--- src/rtl/legv8_pkg.sv ---
// ----------------------------------------------------------------------------
// legv8_pkg
// Shared definitions for the LEGv8 front end. It holds the following:
//   - Data and address widths (INSTR_W, ADDR_W).
//   - Opcode constants used to decode branch formats and memory operations.
//   - The fetch state encoding used by instruction_fetch_unit.
//   - A helper function that classifies a B-type (unconditional branch) opcode.
// ----------------------------------------------------------------------------
package legv8_pkg;

    localparam int INSTR_W = 32;
    localparam int ADDR_W  = 64;

    // Opcode fields, MSB-aligned to instr[31:21]
    localparam logic [5:0]  OP_B_PREFIX = 6'b000101;
    localparam logic [7:0]  OP_CBZ      = 8'b10110100;
    localparam logic [7:0]  OP_CBNZ     = 8'b10110101;
    localparam logic [10:0] OP_LDUR     = 11'h7C2;
    localparam logic [10:0] OP_STUR     = 11'h7C0;

    typedef enum logic [1:0] {
        FETCH = 2'd0,
        HOLD  = 2'd1,
        HALT  = 2'd2
    } fetch_state_t;

    // B-type is identified by the top six opcode bits alone.
    function automatic logic is_b_type(input logic [10:0] op);
        return op[10:5] == OP_B_PREFIX;
    endfunction

endpackage

--- src/rtl/branch_target_gen.sv ---
// ----------------------------------------------------------------------------
// branch_target_gen
// This is a combinational PC-relative branch target generator.
// It selects the offset from the instruction and sign-extends it to 64 bits.
// It then scales the offset by 4 and adds it to pc, modulo 2^64.
//   - B-type:  offset = instr[25:0]  (imm26)
//   - CB-type: offset = instr[23:5]  (imm19, CBZ/CBNZ)
// Ports:
//   pc     in  64  address of the branch instruction
//   instr  in  32  the branch instruction word
//   target out 64  pc + (sext(offset) << 2)
// ----------------------------------------------------------------------------
module branch_target_gen
    import legv8_pkg::*;
(
    input  logic [ADDR_W-1:0]  pc,
    input  logic [INSTR_W-1:0] instr,
    output logic [ADDR_W-1:0]  target
);

    logic [ADDR_W-1:0] b_offset;
    logic [ADDR_W-1:0] cb_offset;

    // The sign extension and the <<2 are folded into one concatenation.
    // 36 + 26 + 2 = 64 and 43 + 19 + 2 = 64.
    assign b_offset  = {{36{instr[25]}}, instr[25:0], 2'b00};
    assign cb_offset = {{43{instr[23]}}, instr[23:5], 2'b00};

    // The addition wraps silently past 2^64-1.
    assign target = pc + (is_b_type(instr[31:21]) ? b_offset : cb_offset);

endmodule

--- src/rtl/instruction_fetch_unit.sv ---
// ----------------------------------------------------------------------------
// instruction_fetch_unit
// This unit owns the LEGv8 program counter.
// It fetches one 32-bit word at a time over a req/ack handshake.
// It holds each word for the consumer under a valid/ready handshake.
// When the consumer accepts a word, the PC advances. It goes either to pc+4 or
// to the PC-relative branch target, as selected by take_branch.
//
// Optional feature, enabled by the macro IFU_HALT_ON_ZERO_EN:
//   A captured all-zero word parks the unit in HALT.
//   Only reset leaves HALT.
//   When the macro is undefined, halted is tied low and 32'h0 is an ordinary word.
//
// Ports:
//   clk          in   1   clock
//   rst_n        in   1   synchronous active-low reset
//   imem_req     out  1   fetch request (FETCH state, forced low during reset)
//   imem_addr    out  64  byte address of requested word (= pc)
//   imem_ack     in   1   memory data valid this cycle
//   imem_rdata   in   32  instruction word
//   instr        out  32  held instruction word
//   opcode       out  11  instr[31:21]
//   pc_out       out  64  address of the held instruction
//   instr_valid  out  1   instr/opcode/pc_out are valid
//   instr_ready  in   1   consumer accepts this cycle
//   take_branch  in   1   branch taken for the accepted instruction
//   halted       out  1   unit is parked in HALT
// ----------------------------------------------------------------------------
module instruction_fetch_unit
    import legv8_pkg::*;
#(
    parameter logic [ADDR_W-1:0] RESET_PC = 64'h0
) (
    input  logic                clk,
    input  logic                rst_n,
    output logic                imem_req,
    output logic [ADDR_W-1:0]   imem_addr,
    input  logic                imem_ack,
    input  logic [INSTR_W-1:0]  imem_rdata,
    output logic [INSTR_W-1:0]  instr,
    output logic [10:0]         opcode,
    output logic [ADDR_W-1:0]   pc_out,
    output logic                instr_valid,
    input  logic                instr_ready,
    input  logic                take_branch,
    output logic                halted
);

    fetch_state_t       state_reg;
    logic [ADDR_W-1:0]  pc_reg;
    logic [INSTR_W-1:0] instr_reg;
    logic [ADDR_W-1:0]  branch_target;
    logic [ADDR_W-1:0]  pc_next;

    branch_target_gen u_branch_target_gen (
        .pc     (pc_reg),
        .instr  (instr_reg),
        .target (branch_target)
    );

    assign pc_next = take_branch ? branch_target : (pc_reg + 64'd4);

    // The single-request protocol keeps the FSM simple.
    // The address is just pc_reg, which stays stable until ack.
    // An ack outside FETCH is ignored because only the FETCH arm looks at it.
    always_ff @(posedge clk) begin
        if (!rst_n) begin
            state_reg <= FETCH;
            pc_reg    <= RESET_PC;
            instr_reg <= '0;
        end else begin
            case (state_reg)
                FETCH: begin
                    if (imem_ack) begin
                        instr_reg <= imem_rdata;
`ifdef IFU_HALT_ON_ZERO_EN
                        state_reg <= (imem_rdata == '0) ? HALT : HOLD;
`else
                        state_reg <= HOLD;
`endif
                    end
                end
                HOLD: begin
                    if (instr_ready) begin
                        pc_reg    <= pc_next;
                        state_reg <= FETCH;
                    end
                end
                default: begin
                    // HALT is sticky. Only reset leaves it.
                    state_reg <= state_reg;
                end
            endcase
        end
    end

    // The outputs are decoded from registered state.
    // The request is also gated by rst_n, so it is low during the reset cycle.
    // An in-flight fetch is therefore dropped immediately.
    assign imem_req    = rst_n && (state_reg == FETCH);
    assign imem_addr   = pc_reg;
    assign instr       = instr_reg;
    assign opcode      = instr_reg[31:21];
    assign pc_out      = pc_reg;
    assign instr_valid = (state_reg == HOLD);

`ifdef IFU_HALT_ON_ZERO_EN
    assign halted = (state_reg == HALT);
`else
    assign halted = 1'b0;
`endif

endmodule

--- config.mk ---
export PLATFORM = sky130hd
export DESIGN_NAME = instruction_fetch_unit
export DESIGN_NICKNAME = d
export VERILOG_FILES = /design/src/rtl/legv8_pkg.sv /design/src/rtl/branch_target_gen.sv /design/src/rtl/instruction_fetch_unit.sv
export SDC_FILE = /design/constraint.sdc
export NUM_CORES = 1
export LEC_CHECK = 0
export CAP_MARGIN = 20
export CELL_PAD_IN_SITES_DETAIL_PLACEMENT = 1
export CELL_PAD_IN_SITES_GLOBAL_PLACEMENT = 2
export CORE_MARGIN = 1
export CORE_UTILIZATION = 28
export CTS_BUF_LIST = sky130_fd_sc_hd__clkbuf_4
export DETAILED_ROUTE_END_ITERATION = 10
export PLACE_DENSITY_LB_ADDON = 0.1
export RECOVER_POWER = 25
export SLEW_MARGIN = 20
export SYNTH_ARGS = -nofsm -noshare
export SYNTH_HDL_FRONTEND = slang
export SYNTH_SLANG_ARGS = --single-unit
export TNS_END_PERCENT = 30
--- constraint.sdc ---
create_clock -name clk -period 7.5 [get_ports clk]
set_input_delay 1.875 -clock clk [delete_from_list [all_inputs] [get_ports clk]]
set_output_delay 1.875 -clock clk [all_outputs]
set_load 0.05 [all_outputs]
## Yosys cells after proc, flatten, opt, wreduce, memory -nomap -nowiden

Cells that the tools add are included.

| word-level totals | value |
|---|---|
| flip-flop bits (word level) | 98 |
| logic and storage cells | 20 |

| operators by class | value |
|---|---|
| add/subtract/negate cells | 2 |
| eq/ne operators | 4 |
| multiplexer cells | 5 |
| reduce and logical (&&, ||, !) cells | 6 |

Operator list:

| operator | count |
|---|---|
| 2-to-1 mux 64 bit | 2 |
| adder 64 x 3 -> 64 bit, second input constant | 1 |
| adder 64 bit | 1 |
| == test 6 x 3 -> 1 bit, second input constant | 1 |
| 2-to-1 mux 2 bit | 2 |
| case mux 2 bit (2 select lines) | 1 |
| AND reduction 2 bit | 2 |
| AND reduction 3 bit | 1 |
| == test 2 x 1 -> 1 bit, second input constant | 1 |
| logical NOT 2 bit | 1 |
| != test 2 x 1 -> 1 bit, second input constant | 1 |
| != test 2 bit, second input constant | 1 |
| nonzero test 2 bit | 1 |
| logical AND 1 bit | 1 |

## Logic depth before layout (Yosys ltp)

| depth | value |
|---|---|
| depth after elaboration | 4 |
| gate-level depth with buffers | 19 |

## Modules after synthesis

Synthesis repeated with hierarchy kept, for this count alone.

| unflattened totals | value |
|---|---|
| cell total of the unflattened synthesis | 1,387 |
| area, all modules | 10,147.2 µm² |

Modules (own cells, without submodules):

| module | times used | cells each | area each (µm²) |
|---|---|---|---|
| instruction_fetch_unit | 1 | 770 | 6,029.5 |
| branch_target_gen | 1 | 617 | 4,117.7 |

## Least setup slack after synthesis

OpenSTA, ideal clock, no wires.

| timing path | value |
|---|---|
| path type | in2reg |
| start | input port take_branch |
| end | register pc_reg[63] (netlist: imem_addr[63]) |
| arrival | 5,813 ps |
| required time | 7,428 ps |
| path slack | 1,616 ps |
| cell stages on the path | 13 |
| path buffers | 1 |
| path through | nor2b_1 > ha_1 > clkbuf_1 > a21o_1 > a21o_1 > a21oi_1 > o211ai_1 > nand2_1 > a31oi_1 > or4_1 > and3_1 > nor3_2 > mux2i_1 |

| between the ends | value |
|---|---|
| longest elaborated chain between the ends | 1 |

Ends and longest elaborated chain:

| element | line | text |
|---|---|---|
| start, declared | instruction_fetch_unit.sv:45 | `input logic take_branch,` |
| 2-to-1 mux 64 bit | instruction_fetch_unit.sv:61 | `assign pc_next = take_branch ? branch_target : (pc_reg + 64'd4);` |
| end signal, assigned | instruction_fetch_unit.sv:85 | `pc_reg <= pc_next;` |
| end, declared | instruction_fetch_unit.sv:50 | `logic [ADDR_W-1:0] pc_reg;` |

Every way passes these cells.
A chain may end at the register's enable or synchronous reset.

## Worst setup path after layout

| timing path | value |
|---|---|
| start | input port rst_n |
| end | register instr_reg[11] (netlist: instr[11]) |

RTL lines:

| element | line | text |
|---|---|---|
| start, declared | instruction_fetch_unit.sv:35 | `input logic rst_n,` |
| end signal, assigned | instruction_fetch_unit.sv:75 | `instr_reg <= imem_rdata;` |
| end, declared | instruction_fetch_unit.sv:51 | `logic [INSTR_W-1:0] instr_reg;` |

No word-level cell between the ends.

==> metrics.cfg <==
[clock_network]
clockBufferDepth=2
cts_tree=built
cts.htree.levels=3
cts_resized=0
cts_setup_buffers=0
cts_root_buffer=clkbuf_4
cts.sinks=95
postCtsHoldBufs=0
cts_made_buffers=9
clk_latency_ns=0.51
clk_pin_slew_ns=0.20

[route]
wl_mm=29.17
wl_per_cell_um=18.08
drc=0
ant_nets=0
drtIter0Drc=300
dr.pass1.iters=4
dr_total_vias=8202
via_per_inst=5.085

[flow_run]
max_cap_violations=2

[placement]
io_buffers=205
place.detailed.hpwl_mm=22.24
placed_area_sq_um=9951
globalplace.congestion=0.8079
placed_cells=1595

[synth]
yosysTopAreaCell=dfxtp_1
ys_seq_area_share_pct=23.25
synth_warnings=0
synthCells=1137
synth-main-ff-cell=dfxtp_1
ys_ff_latch=95
yosys.area.top_type_share_pct=23.25
synth_common_cells=nand2_1, a21oi_1, dfxtp_1
synth_edf_count=0
syn_area_per_cell_sq_um=7.195
synth.area.top_cells=dfxtp_1, nand2_1, ha_1
synth_cell_types=74
synth_area_sq_um=8180
yosysMostFrequentCell=nand2_1
synthArstFlopShare_pct=0

[layout]
nets=1321
largest_register_ffs=62
fin_area_sq_um=10080
register_area_sq_um=1902
instances_no_fill=1613
fillers=3535
drive_gt1_share_pct=3.993
area_growth_syn_to_layout_pct=23.20
final_core_util_pct=35.11
multiInputGateArea_sq_um=5350

[power]
ir_worst_vdd_v=0.00005382
total_power_mw=1.138
p_leak_nw=3.961
p_per_area_nw_per_um2=112.9

[floorplan]
core_sq_um=28700
start_util_pct=28.50
io_pins=211
die_h_um=172.9
row_count=62
die_w_um=172.9
dieArea_sq_um=29900

[global_routing]
grt.total_usage_pct=19.28
grt_pass1_wl_mm=46.73
antenna_found_initial=2
grt_pass1_vias=8294
overflow=0
grt_max_degree=64

[timing]
max_freq_ghz=0.1733
min_period_over_period_pct=76.94
slew_violations=97
setup-violations-final=0
hold_viol=0
worst_slew_pin_slew_ns=3.063
tns_ns=0
layout_min_cycle_time_ns=5.770
clock_skew_ns=0.02593
maxSlewHeadroom_pct=-104.2
rsz0062_at_grt=no

[outcome]
outcome=finished with violations
violations=capacitance limit, slew limit

[setup_path]
cp.arrival_ns=6.02
setup.worst_path.class=input pin to flop
end_kind=flop
required_ns=7.75
cp_max_fo=63
start_kind=input pin

[hold_path]
hold_class=flop to flop

metrics by stage:
step | setup slack [ns] | hold slack (ns)
final | 1.730 | 0.4939
after floorplan | 1.616 | 0.6849
after detailed placement | 1.329 | 0.4753
after global routing | 1.300 | 0.5113
after global placement | 1.392 | 0.4670
after CTS | 1.896 | 0.5009
placed cells by master, fill, tap and decap left out, types with 10 or more instances in the layout:
cell type	instances
a211oi_1	10
a21boi_0	17
a21o_1	39
a21oi_1	148
a31oi_1	12
clkdlybuf4s50_1	177
dfxtp_1	95
dlygate4sd3_1	28
ha_1	61
inv_1	21
mux2i_1	10
nand2_1	216
nand3_1	39
nand4_1	26
nor2_1	57
nor2b_1	12
nor3_1	14
o21ai_0	26
o21ai_1	16
o21bai_1	16
xnor2_1	28
xor2_1	14
cell type report:
class / instances / area share, %
Inverter: 22 / 0.8194
Clock buffer: 9 / 0.6704
Antenna cell: 2 / 0.04966
Multi-Input combinational cell: 878 / 53.09
Sequential cell: 95 / 18.87
Timing Repair Buffer: 216 / 21.10
Tap cell: 384 / 4.767
Clock inverter: 7 / 0.6331
worst max-delay path: stages:
cell           delay (ns)
dlygate4sd3_1        0.61
inv_1                0.15
clkbuf_1             0.97
clkbuf_1             2.23
a21oi_1              0.13
cells by family after synthesis:
family / count (synthesis) / synth area share [%]
other: 1 / 0.04584
XOR/XNOR: 42 / 4.497
multiplexers: 10 / 1.224
AND/OR/NAND/NOR: 416 / 22.91
adder cells (fa/ha/maj): 62 / 9.575
flip-flops: 95 / 23.25
AO/OA/AOI/OAI: 343 / 26.87
buffers and inverters: 168 / 11.62
per-layer routing:
metal | GRT usage [%] | up-vias | part of all wire (%)
met2 | 31.47 | 162 | 45
met5 | 0 | - | 0
met3 | 3.034 | 15 | 3.9
met4 | 3.429 | 0 | 0.76
met1 | 26.90 | 3915 | 50
li1 | - | 4110 | -
path summary, 6_finish.rpt:
kind                            startpoint       endpoint  slack (ns)  cells after the start
worst max-delay path                 rst_n      instr[11]        1.73                      5
worst max register to register   instr[29]  imem_addr[63]        2.48                     16
worst min register to register    instr[4]       instr[4]        0.49                      2
worst min-delay path              instr[4]       instr[4]        0.49                      2
report_power, final:
part	switching, mW	leakage, nW	total [mW]	internal [mW]
Combinational	0.198	3.12	0.293	0.0959
Sequential	0.0193	0.771	0.540	0.521
Clock	0.229	0.0705	0.304	0.0752
Note: power is estimated with default switching activity, not from simulation.
